==> config.mk <==
export PLATFORM = sky130hd
export DESIGN_NAME = cfg_discovery_rsp
export DESIGN_NICKNAME = d
export VERILOG_FILES = /design/src/rtl/cfg_discovery_rsp.sv
export SDC_FILE = /design/constraint.sdc
export NUM_CORES = 1
export LEC_CHECK = 0
export CAP_MARGIN = 10
export CORE_MARGIN = 5
export CORE_UTILIZATION = 36
export DETAILED_ROUTE_END_ITERATION = 6
export MAX_ROUTING_LAYER = met4
export PLACE_DENSITY = 0.9
export SLEW_MARGIN = 10
export SYNTH_ARGS = -nofsm -noshare
export SYNTH_HDL_FRONTEND = slang
export SYNTH_SLANG_ARGS = --single-unit
==> constraint.sdc <==
create_clock -name clk_i -period 2.58 [get_ports clk_i]
set_input_delay 0.258 -clock clk_i [delete_from_list [all_inputs] [get_ports clk_i]]
set_output_delay 0.258 -clock clk_i [all_outputs]
set_load 0.01 [all_outputs]
==> src/rtl/cfg_discovery_rsp.sv <==
// Read-only configuration discovery port: returns eight 64-bit words describing the
// elaborated core, either one per request or as a sequential dump of all eight.

package config_pkg;
    typedef struct packed {
        int unsigned XLEN;
        bit          RVA;
        bit          RVB;
        bit          RVC;
        bit          RVD;
        bit          RVF;
        bit          RVH;
        bit          RVS;
        bit          RVU;
        bit          RVV;
        int unsigned IcacheByteSize;
        int unsigned DcacheByteSize;
        int unsigned IcacheSetAssoc;
        int unsigned DcacheSetAssoc;
        int unsigned IcacheLineWidth;
        int unsigned DcacheLineWidth;
        int unsigned DCacheType;
        int unsigned NrCommitPorts;
        int unsigned NrScoreboardEntries;
        int unsigned NrPMPEntries;
        int unsigned RASDepth;
        int unsigned BTBEntries;
        int unsigned BHTEntries;
        bit [63:0]   HaltAddress;
        bit [63:0]   ExceptionAddress;
        bit [63:0]   DmBaseAddress;
    } cva6_cfg_t;
endpackage

module cfg_discovery_rsp #(
    parameter config_pkg::cva6_cfg_t CVA6Cfg = config_pkg::cva6_cfg_t'(0),
    parameter logic [63:0]           SigVal  = 64'h4356_4136_4346_4701
) (
    input  logic        clk_i,
    input  logic        rst_i,
    input  logic        req_valid_i,
    output logic        req_ready_o,
    input  logic [3:0]  req_idx_i,
    output logic        rsp_valid_o,
    input  logic        rsp_ready_i,
    output logic [63:0] rsp_data_o,
    output logic        rsp_err_o,
    output logic        rsp_last_o,
    input  logic        dump_i,
    output logic        dump_busy_o
);

    typedef enum logic {IDLE, DUMP} state_t;

    state_t      state_q, state_d;
    logic [2:0]  cnt_q, cnt_d;
    logic        rsp_valid_q;
    logic [63:0] rsp_data_q;
    logic        rsp_err_q;
    logic        rsp_last_q;
    logic        slot_free;
    logic        load;
    logic [63:0] load_data;
    logic        load_err;
    logic        load_last;

    // Each field is cut to its slot width; everything not written stays zero.
    function automatic logic [63:0] word_at(input logic [2:0] idx);
        logic [63:0] w;
        w = '0;
        case (idx)
            3'd0: begin
                w[0]      = CVA6Cfg.RVA;
                w[1]      = CVA6Cfg.RVB;
                w[2]      = CVA6Cfg.RVC;
                w[3]      = CVA6Cfg.RVD;
                w[5]      = CVA6Cfg.RVF;
                w[7]      = CVA6Cfg.RVH;
                w[8]      = 1'b1;
                w[12]     = 1'b1;
                w[18]     = CVA6Cfg.RVS;
                w[20]     = CVA6Cfg.RVU;
                w[21]     = CVA6Cfg.RVV;
                w[63:62]  = (CVA6Cfg.XLEN == 64) ? 2'd2 : ((CVA6Cfg.XLEN == 32) ? 2'd1 : 2'd0);
            end
            3'd1: w = {CVA6Cfg.DcacheByteSize[31:0], CVA6Cfg.IcacheByteSize[31:0]};
            3'd2: begin
                w[7:0]    = CVA6Cfg.IcacheSetAssoc[7:0];
                w[15:8]   = CVA6Cfg.DcacheSetAssoc[7:0];
                w[31:16]  = CVA6Cfg.IcacheLineWidth[15:0];
                w[47:32]  = CVA6Cfg.DcacheLineWidth[15:0];
                w[49:48]  = CVA6Cfg.DCacheType[1:0];
            end
            3'd3: begin
                w[3:0]    = CVA6Cfg.NrCommitPorts[3:0];
                w[15:8]   = CVA6Cfg.NrScoreboardEntries[7:0];
                w[23:16]  = CVA6Cfg.NrPMPEntries[7:0];
                w[31:24]  = CVA6Cfg.RASDepth[7:0];
                w[47:32]  = CVA6Cfg.BTBEntries[15:0];
                w[63:48]  = CVA6Cfg.BHTEntries[15:0];
            end
            3'd4: w = CVA6Cfg.HaltAddress;
            3'd5: w = CVA6Cfg.ExceptionAddress;
            3'd6: w = CVA6Cfg.DmBaseAddress;
            default: w = SigVal;
        endcase
        return w;
    endfunction

    assign slot_free   = !rsp_valid_q || rsp_ready_i;
    assign req_ready_o = (state_q == IDLE) && !dump_i && slot_free;
    assign dump_busy_o = (state_q == DUMP);

    always_comb begin
        state_d   = state_q;
        cnt_d     = cnt_q;
        load      = 1'b0;
        load_data = '0;
        load_err  = 1'b0;
        load_last = 1'b0;
        case (state_q)
            IDLE: begin
                if (dump_i) begin
                    state_d = DUMP;
                    cnt_d   = '0;
                end else if (req_valid_i && req_ready_o) begin
                    load      = 1'b1;
                    load_err  = req_idx_i[3];
                    load_data = req_idx_i[3] ? '0 : word_at(req_idx_i[2:0]);
                end
            end
            DUMP: begin
                // A response left over from IDLE drains before word 0 is loaded.
                if (slot_free) begin
                    load      = 1'b1;
                    load_data = word_at(cnt_q);
                    load_last = (cnt_q == 3'd7);
                    cnt_d     = cnt_q + 3'd1;
                    if (cnt_q == 3'd7) begin
                        state_d = IDLE;
                    end
                end
            end
            default: state_d = IDLE;
        endcase
    end

    always_ff @(posedge clk_i) begin
        if (rst_i) begin
            state_q     <= IDLE;
            cnt_q       <= '0;
            rsp_valid_q <= 1'b0;
            rsp_data_q  <= '0;
            rsp_err_q   <= 1'b0;
            rsp_last_q  <= 1'b0;
        end else begin
            state_q <= state_d;
            cnt_q   <= cnt_d;
            if (load) begin
                rsp_valid_q <= 1'b1;
                rsp_data_q  <= load_data;
                rsp_err_q   <= load_err;
                rsp_last_q  <= load_last;
            end else if (rsp_ready_i) begin
                rsp_valid_q <= 1'b0;
            end
        end
    end

    assign rsp_valid_o = rsp_valid_q;
    assign rsp_data_o  = rsp_data_q;
    assign rsp_err_o   = rsp_err_q;
    assign rsp_last_o  = rsp_last_q;

endmodule

==> results of run 1 <==
-- state kept, by name, indices dropped and copies added, names as in the netlist --
name / cells
rsp_err_o: 1
rsp_valid_o: 1
cnt_q: 3
rsp_last_o: 1
dump_busy_o: 1
rsp_data_o: 3
-- how the worst min path moves through the flow --
| stage | startpoint | end | slack (ns) | depth (start not counted) |
|---|---|---|---|---|
| 3_3_place_gp | rsp_err_o | rsp_err_o | 0.46 | 2 |
| 6_report | rsp_last_o | rsp_last_o | 0.48 | 2 |
| 3_5_place_dp | rsp_last_o | rsp_last_o | 0.47 | 2 |
| 4_1_cts | rsp_err_o | rsp_err_o | 0.49 | 2 |
| 2_1_floorplan | req_idx_i[3] | rsp_err_o | 0.39 | 2 |
| 5_1_grt | rsp_err_o | rsp_err_o | 0.51 | 2 |
-- final cells by class --
class,count,area (um^2)
sequential,10,200
multi-input combinational,82,440
inverter,3,11.3
timing repair buffer,38,380
clock buffer,4,36.3
tap,31,38.8
fill,287,1580
-- cell usage in the layout (no fill, tap or decap), drive strengths merged, types with 2 or more instances in the layout --
cell           count
dfxtp             10
nand3              5
clkdlybuf4s50     38
conb              39
mux2i              2
a211oi             3
nor2               5
nand2              4
a21oi              2
clkbuf             4
nor3               3
ha                 5
a22oi              2
a31oi              2
inv                3
-- layer usage --
layer	vias up	part of all wire	track usage
li1	333	-	-
met4	0	0.018	0.0477
met2	33	0.51	0.149
met5	-	0	-
met3	5	0.092	0.0270
met1	297	0.38	0.0884
-- cells in the mapped netlist, drive strengths merged, types with 2 or more instances --
| cell | count | area share |
|---|---|---|
| inv | 3 | 0.011 |
| a22oi | 2 | 0.015 |
| buf | 64 | 0.48 |
| nor2 | 5 | 0.022 |
| nand3 | 5 | 0.025 |
| ha | 5 | 0.063 |
| nand2 | 4 | 0.015 |
| dfxtp | 10 | 0.20 |
| a31oi | 2 | 0.013 |
| mux2i | 2 | 0.020 |
| nor3 | 3 | 0.015 |
| a211oi | 3 | 0.023 |
| a21oi | 2 | 0.010 |
-- worst min-delay path, delay by kind of cell (launching register included) --
| kind | cells | cell delay [ns] |
|---|---|---|
| AO/OA/AOI/OAI | 1 | 0.06 |
| flip-flops | 1 | 0.32 |
| AND/OR/NAND/NOR | 1 | 0.06 |
-- cells by family after synthesis --
family | share of synthesized area
buf+inv | 0.496
other cells | 0.00380
fa+ha+maj | 0.0634
compound gates | 0.0874
simple gates | 0.127
mux | 0.0203
flops | 0.203
-- power by group --
group | switching (uW) | internal (uW) | total, uW
Sequential | 14.0 | 164 | 178
Clock | 57.8 | 85.8 | 144
Combinational | 90.8 | 91.8 | 183
-- per-stage QoR --
stage	total power [uW]	instance area, um^2
after floorplan	352	1130
after global placement	361	1070
after detailed placement	365	1070
after CTS	507	1110
after global routing	533	1110
final	504	1110
==> flow_summary.ini, run 1 <==
[finish]
fin_util = 0.412
finalNetCount = 152
drive_gt1_frac = 0.0511
antennaDiodeCount = 0
layout.cells.non_filler = 168
syn2layout_area_growth_pct = 12.2

[placement]
place_congestion = 0.755
dp.cells = 164
hpwl_um = 1570
place_ws_ns = 0.814
io_buffer_count = 38

[sta]
tightest_slew_ns = 0.642
setup_tns_ns = 0
clock_skew_ns = 0.00431
hold_slack_ns = 0.484
period_minus_slack_ns = 1.93
fmax_mhz = 518
min_period_over_period = 0.748
grt_setup_unrepaired = false
final_hold_viol_count = 0
maxSlewViolCount = 0
max-slew-margin-rel = 0.571
timing.final.ws_setup_ns = 0.651
setup_viol = 0

[floorplanning]
rows = 19
die_h_um = 62.4
initial_utilization = 0.367
die_w_um = 62.4
core_area_mm2 = 0.00269
io_pins = 78
die-area_mm2 = 0.00389

[global_route]
grt_pass1_wl_um = 2750
grt_max_degree = 25
antenna_found_initial = 0
track_usage = 0.0874
overflow = 0
grt_pass1_vias = 578

[setup_path]
cp_num_buf_inv = 1
worst-r2r-cell-count = 5
r2r_start = cnt_q[0]
cp_num_cells = 1
arrival_ns = 1.67
path_class = reg -> out
crit_slowest_cell = dfxtp_1
start_kind = flop
critPathCaptureType = primary output
rr_endpoint = rsp_data_o[57]
worst_path_largest_cell_delay_ns = 0.73
path_delay_family = flip-flops
critPathLaunch = rsp_data_o[57]
r2r_slack_ns = 1.25
crit_path_end = rsp_data_o[62]
crit_path_max_fanout = 24
required_ns = 2.32
crit_chain = clkdlybuf4s50_1

[cts]
cts_htree_levels = 1
post_cts_resized = 0
clk_latency_ns = 0.27
cts_tree = yes
root_buffer = clkbuf_4
post-cts-setup-buffers = 0
cts.reportedPaths.clkPinSlew_ns = 0.07
cts.path.max_buffers = 2
cts_buffers = 3
hold_buffers = 0
clkSinkCount = 10

[yosys]
ys_types = 28
syn_avg_cell_area_um2 = 8.16
yosysWarningCount = 0
synth_ff_type = dfxtp_1
synthArstFlopShare = 0
synth_area_um2 = 987
synth-edff-count = 0
ys_ff_latch = 10
synth_cells = 121
ys_seq_area_frac = 0.203

[routing]
routed_wl_um = 1850
drc = 0
vias = 668
ant_nets = 0
vias_per_cell = 3.98
first_pass_iters = 4
wl_per_cell_um = 11.0
dr.first_iter.drc_count = 2

[job]
drv_cap = 0

[min_path]
min_path_type = reg -> reg

[power]
p_leak_uw = 0.000486
ir_drop_uv = 283
p_per_area_mw_per_mm2 = 456

[outcome]
status = completed
Power figures use the tool's default switching activity.
==> inputs of run 2 (changes only) <==
--- a/config.mk
+++ b/config.mk
@@ -7,10 +7,10 @@
 export LEC_CHECK = 0
 export CAP_MARGIN = 10
 export CORE_MARGIN = 5
-export CORE_UTILIZATION = 36
+export CORE_UTILIZATION = 33
 export DETAILED_ROUTE_END_ITERATION = 6
 export MAX_ROUTING_LAYER = met4
-export PLACE_DENSITY = 0.9
+export PLACE_DENSITY = 0.83
 export SLEW_MARGIN = 10
 export SYNTH_ARGS = -nofsm -noshare
 export SYNTH_HDL_FRONTEND = slang
==> constraint.sdc (replaced) <==
create_clock -name clk_i -period 2 [get_ports clk_i]
set_input_delay 0.2 -clock clk_i [delete_from_list [all_inputs] [get_ports clk_i]]
set_output_delay 0.2 -clock clk_i [all_outputs]
set_load 0.01 [all_outputs]
==> run 2 against run 1 <==
  * Sequential share of layout area is 0.12 points lower
  * Worst hold slack worse by 0.0051 ns
  * Setup slack worse by 0.27 ns
  * Sequential power is 24% higher
  * Non-clock buffer count is 1 higher
  * Global-route usage is 0.75 points lower
==> flow_summary.ini, run 2 (synthesis results as in run 1) <==
[outcome]
status = completed

[routing]
first_pass_iters = 4
drc = 0
routed_wl_um = 1860
vias = 683
vias_per_cell = 4.04
ant_nets = 0
wl_per_cell_um = 11.0
dr.first_iter.drc_count = 4

[setup_path]
path_class = in -> out
critPathCaptureType = primary output
cp_num_cells = 4
path_delay_family = buffers and inverters
crit_chain = clkdlybuf4s50_1, nor2b_1, nor3_1, clkdlybuf4s50_1
arrival_ns = 1.42
worst_path_largest_cell_delay_ns = 0.57
r2r_slack_ns = 0.64
cp_num_buf_inv = 2
crit_slowest_cell = clkdlybuf4s50_1
start_kind = input port
required_ns = 1.80
crit_path_max_fanout = 2
worst-r2r-cell-count = 4
path_common_cell = clkdlybuf4s50_1

[finish]
fin_util = 0.397
antennaDiodeCount = 0
fillers = 291
drive_gt1_frac = 0.0580
layout_common_cells = conb_1, clkdlybuf4s50_1, dfxtp_1
syn2layout_area_growth_pct = 12.9
final_common_cell = conb_1
finalNetCount = 153
regArea_um2 = 200
multi_input_area_um2 = 440

[global_route]
overflow = 0
antenna_found_initial = 0
grt_pass1_vias = 565
grt_pass1_wl_um = 2590
grt_max_degree = 24
track_usage = 0.0799

[power]
power_uw = 657
ir_drop_uv = 418
p_leak_uw = 0.000492
p_per_area_mw_per_mm2 = 589

[cts]
cts_htree_levels = 1
clk_latency_ns = 0.27
cts_buffers = 3
cts.path.max_buffers = 2
cts_tree = yes
clkSinkCount = 10
root_buffer = clkbuf_4
post-cts-setup-buffers = 0
cts.reportedPaths.clkPinSlew_ns = 0.07
post_cts_resized = 0
hold_buffers = 0

[sta]
clock_skew_ns = 0.00111
period_minus_slack_ns = 1.62
min_period_over_period = 0.809
grt_setup_unrepaired = false
fmax_mhz = 618
setup_tns_ns = 0
final_hold_viol_count = 0
maxSlewViolCount = 0
setup_viol = 0

[placement]
place_congestion = 0.780
io_buffer_count = 38
hpwl_um = 1580

[floorplanning]
die_h_um = 64.7
initial_utilization = 0.352
core_area_mm2 = 0.00281
die_w_um = 64.7
die-area_mm2 = 0.00419
rows = 19
io_pins = 78

[min_path]
hold_depth = 2
min_path_type = reg -> reg

[job]
drv_cap = 0
## run 2: changes by cell type in the layout (fill, tap and decap cells not counted)
cell	delta
buf_4	+1
## run 2: worst reg2reg max path: cells and delay by family (launching register included)
| family | cells | cell delay (ns) |
|---|---|---|
| AOI/OAI and AO/OA | 1 | 0.12 |
| DFF | 1 | 0.36 |
| muxes | 1 | 0.28 |
| and+or+nand+nor | 2 | 0.48 |
## run 2: metrics by stage
step	worst slack (ns)	hold slack, ns	instances	instance area (um^2)
after detailed placement	0.350	0.468	165	1080
after global routing	0.328	0.515	169	1110
after floorplan	0.770	0.336	159	1130
final	0.381	0.479	169	1110
after CTS	0.369	0.483	169	1110
after global placement	0.377	0.468	165	1080
## run 2: final timing paths
kind,to,start
worst max-delay path,req_ready_o,rsp_ready_i
worst min-delay path,rsp_err_o,rsp_err_o
worst max register to register,rsp_data_o[8],dump_busy_o
worst min register to register,rsp_err_o,rsp_err_o
## run 2: area by class of cell
type | instances | share of cell area
Clock buffer | 4 | 0.0325
Inverter | 3 | 0.0101
Multi-Input combinational cell | 82 | 0.395
Sequential cell | 10 | 0.180
Tap cell | 31 | 0.0348
Timing Repair Buffer | 39 | 0.348
## run 2: report_power, final
group / switching, uW / internal (uW) / total [uW]
Combinational: 128 / 121 / 249
Sequential: 9.10 / 212 / 221
Clock: 76.6 / 111 / 187
## run 2: per-layer routing
metal,vias to the layer above,wire [um],global-route usage
met2,39,958,0.140
met4,0,10,0.0237
met1,311,687,0.0825
li1,331,-,-
met3,2,204,0.0311
met5,-,0,-
==> inputs of run 3 (changes only) <==
==> constraint.sdc (replaced) <==
create_clock -name clk_i -period 1.6 [get_ports clk_i]
set_input_delay 0.16 -clock clk_i [delete_from_list [all_inputs] [get_ports clk_i]]
set_output_delay 0.16 -clock clk_i [all_outputs]
set_load 0.01 [all_outputs]
==> run 3 against run 2 <==
  * Sequential power grew 25%
  * Critical endpoint is now rsp_data_o[10]
  * Highest routed layer unchanged
  * Flip-flop and latch count is the same
  * Critical path type is now reg -> out
  * Largest power group unchanged
  * Routed wire length grew 0.22%
==> flow_summary.ini, run 3 (synthesis results as in run 1) <==
[finish]
syn2layout_area_growth_pct = 17.6
fillers = 298
layout.cells.non_filler = 172
finalNetCount = 156
antennaDiodeCount = 0
drive_gt1_frac = 0.0780
layout_common_cells = conb_1, clkdlybuf4s50_1, dfxtp_1
final_common_cell = conb_1

[sta]
timing.final.ws_setup_ns = 0.0728
fmax_mhz = 655
grt_setup_unrepaired = false
setup_viol = 0
maxSlewViolCount = 0
final_hold_viol_count = 0
min_period_over_period = 0.954
clock_skew_ns = 0.00644
period_minus_slack_ns = 1.53

[floorplanning]
rows = 19
die_w_um = 64.7
die-area_mm2 = 0.00419
die_h_um = 64.7
io_pins = 78
initial_utilization = 0.352
core_area_mm2 = 0.00281

[setup_path]
worst_path_largest_cell_delay_ns = 0.56
path_delay_family = buffers and inverters
crit_slowest_cell = clkdlybuf4s50_1
path_class = reg -> out
cp_num_buf_inv = 2
r2r_slack_ns = 0.30
r2r_start = cnt_q[0]
start_kind = flop
rr_endpoint = rsp_data_o[57]
crit_chain = buf_6, clkdlybuf4s50_1
worst-r2r-cell-count = 5
crit_path_max_fanout = 23
required_ns = 1.44
arrival_ns = 1.37
critPathCaptureType = primary output

[placement]
place_congestion = 0.778
hpwl_um = 1590
dp.cells = 168
place_ws_ns = -0.00790
io_buffer_count = 38

[min_path]
hold_end = rsp_last_o
min_path_type = reg -> reg
worstHoldStart = rsp_last_o
hold_depth = 2

[global_route]
grt_pass1_vias = 565
grt_max_degree = 24
grt_pass1_wl_um = 2570
overflow = 0
antenna_found_initial = 0
track_usage = 0.0832

[routing]
vias_per_cell = 4.01
first_pass_iters = 4
drc = 0
ant_nets = 0
wl_per_cell_um = 10.8
dr.first_iter.drc_count = 13
vias = 689
routed_wl_um = 1860

[cts]
clkSinkCount = 10
clk_latency_ns = 0.28
cts_tree = yes
root_buffer = clkbuf_4
cts.path.max_buffers = 2
cts.reportedPaths.clkPinSlew_ns = 0.07
cts_buffers = 3
hold_buffers = 0
cts_htree_levels = 1

[job]
drv_cap = 0

[power]
p_leak_uw = 0.000630
ir_drop_uv = 538
p_per_area_mw_per_mm2 = 711

[outcome]
status = completed
-- run 3: changes by cell type in the layout (fill, tap and decap cells not counted), sizes merged --
| cell | previous run | this run |
|---|---|---|
| clkdlybuf4s50 | 38 | 30 |
| dlymetal6s2s | 0 | 8 |
| buf | 1 | 4 |
-- run 3: area by class of cell --
type                    count  area, um^2  area share
inverters                   3        11.3     0.00970
flip-flops and latches     10         200       0.172
multi-input cells          82         440       0.379
well taps                  31        38.8      0.0334
repair buffers             42         434       0.374
clock buffers               4        36.3      0.0313
-- run 3: stage by stage --
step                      cell area [um^2]   util  setup TNS, ns  power, uW  hold slack (ns)
after floorplan                       1130      -              0        568            0.296
after global placement                1100  0.393              0        598            0.459
after detailed placement              1100  0.393       -0.00790        602            0.472
after CTS                             1140  0.407              0        840            0.485
after global routing                  1160  0.414              0        875            0.507
final                                 1160  0.414              0        826            0.484
-- run 3: worst max-delay path by stage --
stage,startpoint,end,cells after the start
floorplan,dump_busy_o,rsp_data_o[8],5
global placement,rsp_ready_i,rsp_data_o[8],5
detailed placement,rsp_ready_i,rsp_data_o[8],5
CTS,rsp_valid_o,req_ready_o,3
global route,rsp_data_o[57],rsp_data_o[57],2
finish,rsp_data_o[57],rsp_data_o[10],2
-- run 3: where the power goes --
| group | leakage [uW] | internal [uW] | switching [uW] |
|---|---|---|---|
| registers | 0.0000821 | 265 | 12.2 |
| clock network | 0.0000210 | 139 | 94.8 |
| logic | 0.000527 | 156 | 160 |
-- run 3: tightest hold or removal path: stages, from the launching register on --
cell	delay (ns)
dfxtp_1	0.32
nand3_1	0.07
a21oi_1	0.06
-- run 3: timing repair --
item                                    in CTS  in global routing
resized for setup                            1                  8
setup buffers                                0                  0
hold endpoints to repair                     0                  0
endpoints found under the setup margin      15                 20
-- run 3: routing by layer --
metal,wire length [um],GRT usage,vias up,part of all wire
met1,699,0.0804,304,0.38
met4,17,0.0317,0,0.0091
met2,963,0.147,43,0.52
met5,0,-,-,0
met3,183,0.0363,3,0.098
li1,-,-,339,-
